[src/rtl/sp_ram_arbiter_if.sv]
// sp_ram_arbiter_if: one requester's command/response bundle toward the shared RAM arbiter.
//   master : requester side (drives req/we/addr/wdata, receives gnt/rvalid/rdata)
//   slave  : arbiter side
//   req    : access request, held with its command until gnt
//   we     : 1 = write, 0 = read
//   addr   : word address
//   wdata  : write data
//   gnt    : combinational accept strobe
//   rvalid : registered read-data valid, one cycle after a read grant
//   rdata  : read data, meaningful only while rvalid is high
interface sp_ram_arbiter_if #(
  parameter int unsigned DATA_WIDTH = 32,
  parameter int unsigned ADDR_WIDTH = 10
);
  logic                  req;
  logic                  we;
  logic [ADDR_WIDTH-1:0] addr;
  logic [DATA_WIDTH-1:0] wdata;
  logic                  gnt;
  logic                  rvalid;
  logic [DATA_WIDTH-1:0] rdata;

  modport master (
    output req, we, addr, wdata,
    input  gnt, rvalid, rdata
  );

  modport slave (
    input  req, we, addr, wdata,
    output gnt, rvalid, rdata
  );
endinterface

[src/rtl/sp_ram_arbiter.sv]
// sp_ram_arbiter: two-port arbiter/sequencer in front of a single-port RAM with a
// one-cycle registered read. Port 0 (instruction fetch) and port 1 (load/store)
// share the RAM; at most one access is granted per cycle.
// Optional feature macro: SP_RAM_ARB_RR_EN (round-robin arbitration; default is
// fixed priority with port 0 winning every conflict).
// Ports:
//   clk, rst     : clock, synchronous active-high reset
//   p0, p1       : requester bundles (slave modport)
//   ram_rd_ena   : RAM read enable
//   ram_wr_ena   : RAM write enable
//   ram_address  : RAM word address (0 when idle)
//   ram_wr_data  : RAM write data (0 when idle)
//   ram_rd_data  : RAM registered read data
module sp_ram_arbiter #(
  parameter int unsigned DATA_WIDTH = 32,
  parameter int unsigned ADDR_WIDTH = 10
) (
  input  logic                  clk,
  input  logic                  rst,
  sp_ram_arbiter_if.slave       p0,
  sp_ram_arbiter_if.slave       p1,
  output logic                  ram_rd_ena,
  output logic                  ram_wr_ena,
  output logic [ADDR_WIDTH-1:0] ram_address,
  output logic [DATA_WIDTH-1:0] ram_wr_data,
  input  logic [DATA_WIDTH-1:0] ram_rd_data
);

  // prio: 0 favours port 0, 1 favours port 1
  logic prio_q, prio_d;
  logic rv0_q, rv0_d;
  logic rv1_q, rv1_d;
  logic gnt0, gnt1;

  // Grant decode: a lone requester wins, a conflict goes to the prio port.
  always_comb begin
    gnt0 = 1'b0;
    gnt1 = 1'b0;
    if (!rst) begin
      gnt0 = p0.req & (~p1.req | ~prio_q);
      gnt1 = p1.req & (~p0.req |  prio_q);
    end
  end

  assign p0.gnt = gnt0;
  assign p1.gnt = gnt1;

  // RAM command mux; everything parks at zero when nothing is granted.
  always_comb begin
    ram_rd_ena  = 1'b0;
    ram_wr_ena  = 1'b0;
    ram_address = '0;
    ram_wr_data = '0;
    if (gnt0) begin
      ram_rd_ena  = ~p0.we;
      ram_wr_ena  =  p0.we;
      ram_address = p0.addr;
      ram_wr_data = p0.wdata;
    end else if (gnt1) begin
      ram_rd_ena  = ~p1.we;
      ram_wr_ena  =  p1.we;
      ram_address = p1.addr;
      ram_wr_data = p1.wdata;
    end
  end

  // Next state: read tags follow the RAM's one-cycle read, prio per arbitration mode.
  always_comb begin
    prio_d = prio_q;
    rv0_d  = gnt0 & ~p0.we;
    rv1_d  = gnt1 & ~p1.we;
`ifdef SP_RAM_ARB_RR_EN
    // Hand priority to the port that lost; hold when idle.
    if (gnt0) begin
      prio_d = 1'b1;
    end else if (gnt1) begin
      prio_d = 1'b0;
    end
`else
    prio_d = 1'b0;
`endif
  end

  // State registers.
  always_ff @(posedge clk) begin
    if (rst) begin
      prio_q <= 1'b0;
      rv0_q  <= 1'b0;
      rv1_q  <= 1'b0;
    end else begin
      prio_q <= prio_d;
      rv0_q  <= rv0_d;
      rv1_q  <= rv1_d;
    end
  end

  // Read data is exposed only in the valid cycle so idle outputs stay at zero.
  assign p0.rvalid = rv0_q;
  assign p1.rvalid = rv1_q;
  assign p0.rdata  = rv0_q ? ram_rd_data : '0;
  assign p1.rdata  = rv1_q ? ram_rd_data : '0;

endmodule

[src/flat_wrapper.sv]
// flat-port wrapper written by rule: the top's interface ports become plain ports
module sp_ram_arbiter_flat 
#(
  parameter int unsigned DATA_WIDTH = 32,
  parameter int unsigned ADDR_WIDTH = 10
)
  (clk, rst, ram_rd_ena, ram_wr_ena, ram_address, ram_wr_data, ram_rd_data, p0_req, p0_we, p0_addr, p0_wdata, p0_gnt, p0_rvalid, p0_rdata, p1_req, p1_we, p1_addr, p1_wdata, p1_gnt, p1_rvalid, p1_rdata);
  sp_ram_arbiter_if #(.DATA_WIDTH(DATA_WIDTH), .ADDR_WIDTH(ADDR_WIDTH)) p0_i ();
  sp_ram_arbiter_if #(.DATA_WIDTH(DATA_WIDTH), .ADDR_WIDTH(ADDR_WIDTH)) p1_i ();
  input  logic clk;
  input  logic rst;
  output logic ram_rd_ena;
  output logic ram_wr_ena;
  output logic [ADDR_WIDTH-1:0] ram_address;
  output logic [DATA_WIDTH-1:0] ram_wr_data;
  input  logic [DATA_WIDTH-1:0] ram_rd_data;
  input wire logic [$bits(p0_i.req)-1:0] p0_req;
  input wire logic [$bits(p0_i.we)-1:0] p0_we;
  input wire logic [$bits(p0_i.addr)-1:0] p0_addr;
  input wire logic [$bits(p0_i.wdata)-1:0] p0_wdata;
  output wire logic [$bits(p0_i.gnt)-1:0] p0_gnt;
  output wire logic [$bits(p0_i.rvalid)-1:0] p0_rvalid;
  output wire logic [$bits(p0_i.rdata)-1:0] p0_rdata;
  input wire logic [$bits(p1_i.req)-1:0] p1_req;
  input wire logic [$bits(p1_i.we)-1:0] p1_we;
  input wire logic [$bits(p1_i.addr)-1:0] p1_addr;
  input wire logic [$bits(p1_i.wdata)-1:0] p1_wdata;
  output wire logic [$bits(p1_i.gnt)-1:0] p1_gnt;
  output wire logic [$bits(p1_i.rvalid)-1:0] p1_rvalid;
  output wire logic [$bits(p1_i.rdata)-1:0] p1_rdata;
  assign p0_i.req = p0_req;
  assign p0_i.we = p0_we;
  assign p0_i.addr = p0_addr;
  assign p0_i.wdata = p0_wdata;
  assign p0_gnt = p0_i.gnt;
  assign p0_rvalid = p0_i.rvalid;
  assign p0_rdata = p0_i.rdata;
  assign p1_i.req = p1_req;
  assign p1_i.we = p1_we;
  assign p1_i.addr = p1_addr;
  assign p1_i.wdata = p1_wdata;
  assign p1_gnt = p1_i.gnt;
  assign p1_rvalid = p1_i.rvalid;
  assign p1_rdata = p1_i.rdata;
  sp_ram_arbiter #(.DATA_WIDTH(DATA_WIDTH), .ADDR_WIDTH(ADDR_WIDTH)) u_core (.clk(clk), .rst(rst), .p0(p0_i), .p1(p1_i), .ram_rd_ena(ram_rd_ena), .ram_wr_ena(ram_wr_ena), .ram_address(ram_address), .ram_wr_data(ram_wr_data), .ram_rd_data(ram_rd_data));
endmodule
[config.mk]
export PLATFORM = sky130hd
export DESIGN_NAME = sp_ram_arbiter_flat
export DESIGN_NICKNAME = d
export VERILOG_FILES = /design/src/rtl/sp_ram_arbiter_if.sv /design/src/rtl/sp_ram_arbiter.sv /design/src/flat_wrapper.sv
export SDC_FILE = /design/constraint.sdc
export NUM_CORES = 1
export LEC_CHECK = 0
export BUFFER_PORTS_ARGS = -buffer_cell sky130_fd_sc_hd__buf_2
export CAP_MARGIN = 0
export CORE_AREA = 5 5 88 90
export CTS_CLUSTER_DIAMETER = 30
export DETAILED_ROUTE_END_ITERATION = 7
export DIE_AREA = 0 0 93 95
export PLACE_DENSITY = 0.64
export SKIP_LAST_GASP = 1
export SLEW_MARGIN = 20
export SYNTH_ARGS = -nofsm -noshare
export SYNTH_HDL_FRONTEND = slang
export SYNTH_SLANG_ARGS = --single-unit
[constraint.sdc]
create_clock -name clk -period 2.8 [get_ports clk]
set_input_delay 0.56 -clock clk [delete_from_list [all_inputs] [get_ports clk]]
set_output_delay 0.56 -clock clk [all_outputs]
set_load 0.1 [all_outputs]
== Word level (Yosys, flattened, before mapping) ==
Index checks and enable logic that the tools add are counted.
Cells by class
  multiplexer cells: 12
  bitwise gates (word level): 6
Operator list (count)
  $mux W32: 4
  $mux W10: 2
  $mux W1: 6
  $and A1 B1 Y1: 3
  $not A1 Y1: 3
Storage, ports and cells
  bits in registers: 2
  bits of input ports: 122
  output and inout port bits: 112
  logic and storage cells: 20

== Logic depth before layout (Yosys ltp) ==
  depth after elaboration: 5
  gate-level depth with buffers: 4

== Least setup slack after synthesis ==
Ideal clock, no wire load.
  path kind: input-to-output
  start: input port p0_req
  end: output port ram_rd_ena
  data arrival time: 3011 ps
  setup slack: -771 ps
  stages: 2
  buffers on the path: 0
  path through: nand2b_1 o32ai_1
Between the ends
  word-level cells in the longest chain between the ends: 5
  elaborated cells on any way between the ends: 6
  classes of those cells: mux (4); bitwise (2)
Ends and longest elaborated chain
  start: declaration: RTL line flat_wrapper.sv:17  | input wire logic [$bits(p0_i.req)-1:0] p0_req;
  $not A1 Y1: RTL line sp_ram_arbiter.sv:41  | gnt1 = p1.req & (~p0.req | prio_q);
  $and A1 B1 Y1: RTL line sp_ram_arbiter.sv:41
  $mux W1: RTL line sp_ram_arbiter.sv:39  | if (!rst) begin
  $mux W1: RTL line sp_ram_arbiter.sv:59  | end else if (gnt1) begin
  $mux W1 (*): RTL line sp_ram_arbiter.sv:54  | if (gnt0) begin
  end: declaration: RTL line flat_wrapper.sv:12  | output logic ram_rd_ena;
Mark *: on every way between the ends. The rest lies on a longest branch, timed or not.

== Final worst setup path ==
  start: input port p0_req
  end: output port ram_wr_data[27]
Between the ends
  word-level cells in the longest chain between the ends: 5
  elaborated cells on any way between the ends: 6
  classes of those cells: mux (4); bitwise (2)
Ends and longest elaborated chain
  $not A1 Y1: RTL line sp_ram_arbiter.sv:41
  $and A1 B1 Y1: RTL line sp_ram_arbiter.sv:41
  $mux W1: RTL line sp_ram_arbiter.sv:39
  $mux W32: RTL line sp_ram_arbiter.sv:59
  $mux W32 (*): RTL line sp_ram_arbiter.sv:54
  end: declaration: RTL line flat_wrapper.sv:15  | output logic [DATA_WIDTH-1:0] ram_wr_data;
Marks and branches as above.

==> impl_metrics.csv <==
group,metric,value,unit
status,outcome,"complete, no violations",
global_routing,grt_overflow,0,
final_layout,final_core_util,0.4192,
final_layout,area_delta_synth_final,174.5,%
logic_synthesis,synth.area.mux_share,0,
logic_synthesis,yosys.area_share.xor_xnor,0,
clock_tree,cts_max_path_buffers,2,
final_layout,postLayoutCellArea,2927,um2
floorplan,core_area,6982,um2
logic_synthesis,syn-num-nets,259,
worst_hold_path,min_path_cells,2,
clock_tree,clk_pin_slew,30,ps
worst_setup_path,critPathCaptureType,"output pin",
clock_tree,cts_sinks,2,
logic_synthesis,synth-seq-cells,2,
global_routing,grt_max_degree,45,
floorplan,die_w,93,um
logic_synthesis,synth_edf_count,0,
logic_synthesis,ys_types,15,
place,place_congestion,0.7621,
worst_hold_path,holdCritPathClass,"input port to flip-flop",
drt,dr_total_vias,2012,
clock_tree,cts_made_buffers,3,
logic_synthesis,synth.area.top_cells,"a32o_1 40%, and2_1 38%, buf_8 5.6%",
drt,firstDrtPassIters,5,
sta,rsz0062_at_grt,"false",
sta,final-hold-violation-count,0,
global_routing,grtUsageTotal,0.1339,
floorplan,die_y,95,um
place,io_buffers,233,
drt,drt-initial-drc-count,53,
floorplan,die_area,8835,um2
logic_synthesis,synth.top_cell.area_share,0.4038,
sta,finalCriticalPeriod,2228,ps
global_routing,grt_pass1_wl,9604,um
logic_synthesis,yosysMostFrequentCell,"and2_1",
job,drv_cap,0,
logic_synthesis,synth_top_area_cell,"a32o_1",
floorplan,ios,234,
clock_tree,h-tree-depth,1,
logic_synthesis,synth_compound_area_frac,0.4120,
place,dp_hpwl,6092,um
clock_tree,cts_setup_buffers,0,
logic_synthesis,async_reset_ff_frac,0,
power_and_ir_drop,leakagePower,1.590,nW
sta,slew_violations,0,
worst_setup_path,cp_max_fo,43,
logic_synthesis,synth_common_cells,"64 x and2_1, 43 x a32o_1, 7 x buf_2, 6 x clkbuf_1, 4 x buf_8",
floorplan,rows,31,
logic_synthesis,ys.flop_type,"dfxtp_1",
clock_tree,cts_hold_buf,0,
sta,finalCritPeriodShare,0.7957,
final_layout,antenna_cells,0,
logic_synthesis,synth_top_family_by_area,"compound AO/OA/AOI/OAI gates",
clock_tree,postCtsResizedCells,0,
worst_setup_path,worstPathArrival,1670,ps
final_layout,fin_cells,439,
worst_setup_path,start_kind,"input port",
logic_synthesis,avgSynthCellArea,7.781,um2
logic_synthesis,synth_fa_ha_area_frac,0,
clock_tree,cts_root_buf,"clkbuf_8",
sta,setup_violations,0,
final_layout,drive_above_1_share,0.6807,
logic_synthesis,synth_area,1066,um2
sta,fmax,448.9,MHz
final_layout,fill_cells,691,
power_and_ir_drop,vdd_ir_drop_max,0.0001467,V
drt,vias_per_cell,4.583,
power_and_ir_drop,p_per_area,331.5,nW/um2
place,placed_cell_area,2885,um2
clock_tree,tritoncts,"built",
global_routing,antenna_found_initial,0,
floorplan,initial_utilization,0.1527,
logic_synthesis,yosysSeqAreaShare,0.03756,
logic_synthesis,yosysWarnings,0,
worst_setup_path,path_class,"input port to output pin",
global_routing,grt_pass1_vias,1945,
logic_synthesis,synth_simple_gate_area_share,0.4120,
drt,wire_per_inst,15.68,um
logic_synthesis,postSynthCellCount,137,
drt,drc,0,
sta,setup_total_negative_slack,0,ps
final_layout,fin_nets,481,
worst_setup_path,cp_data_required_time,2240,ps
sta,slew_headroom,0.5082,
sta,worst_pin_slew,736.7,ps
drt,antenna_left,0,
drt,routed_wl,6883,um
place,place_inst,436,
==> metrics by stage <==
step	hold WS [ps]	worst slack (ps)	power, mW
6_report	562.5	572.2	0.9702
4_1_cts	561.8	543.3	0.9777
3_3_place_gp	770.7	572.0	0.8577
3_5_place_dp	775.2	551.7	0.8636
5_1_grt	573.5	404.4	1.004
2_1_floorplan	632.4	217.2	0.5719
==> cells in the final DEF, fill, tap and decap left out, types with 2 or more instances in the layout <==
master    instances
buf_12           44
a32o_1           43
dfxtp_1           2
and2_1           64
buf_2           190
nor2_1            2
clkbuf_8          3
buf_4             2
==> logic make-up (layout without fill, tap and decap cells) <==
kind of cell / count (synthesis) / count (layout)
AND/OR/NAND/NOR: 70 / 70
flip-flops: 2 / 2
AO/OA/AOI/OAI: 44 / 44
buffers and inverters: 21 / 241
==> registers in the layout (all words and copies together), names as in the netlist <==
signal	flops
u_core.p1.rvalid	1
u_core.p0.rvalid	1
==> worst paths after layout <==
path	startpoint	endpoint	slack [ps]
max	p0_req	ram_wr_data[27]	570
min	p0_we	u_core.p0.rvalid	560
==> area by class of cell <==
type,count,area [um2],share of cell area
clock buffers,3,41.29,0.01411
inverters,2,7.507,0.002565
multi-input cells,114,888.4,0.3035
flip-flops and latches,2,40.04,0.01368
well taps,82,102.6,0.03506
repair buffers,236,1847,0.6310
==> critical path: stages <==
cell and delay, ps:
buf_2 130, nor2b_2 100, buf_4 370, a32o_1 290
buf_12 190
==> metal layers <==
metal / up-vias / part of all wire / GRT usage
li1: 964 / - / -
met1: 901 / 0.35 / 0.1418
met2: 143 / 0.51 / 0.2525
met3: 4 / 0.13 / 0.05100
met4: 0 / 0.0083 / 0.02686
met5: - / 0 / 0
==> report_power, final <==
group	internal, mW	switching, mW	total (mW)
Combinational	0.258	0.565	0.824
Sequential	0.0297	0.00557	0.0353
Clock	0.0908	0.0205	0.111
Total	0.379	0.591	0.970
Note: power is estimated with default switching activity, not from simulation.
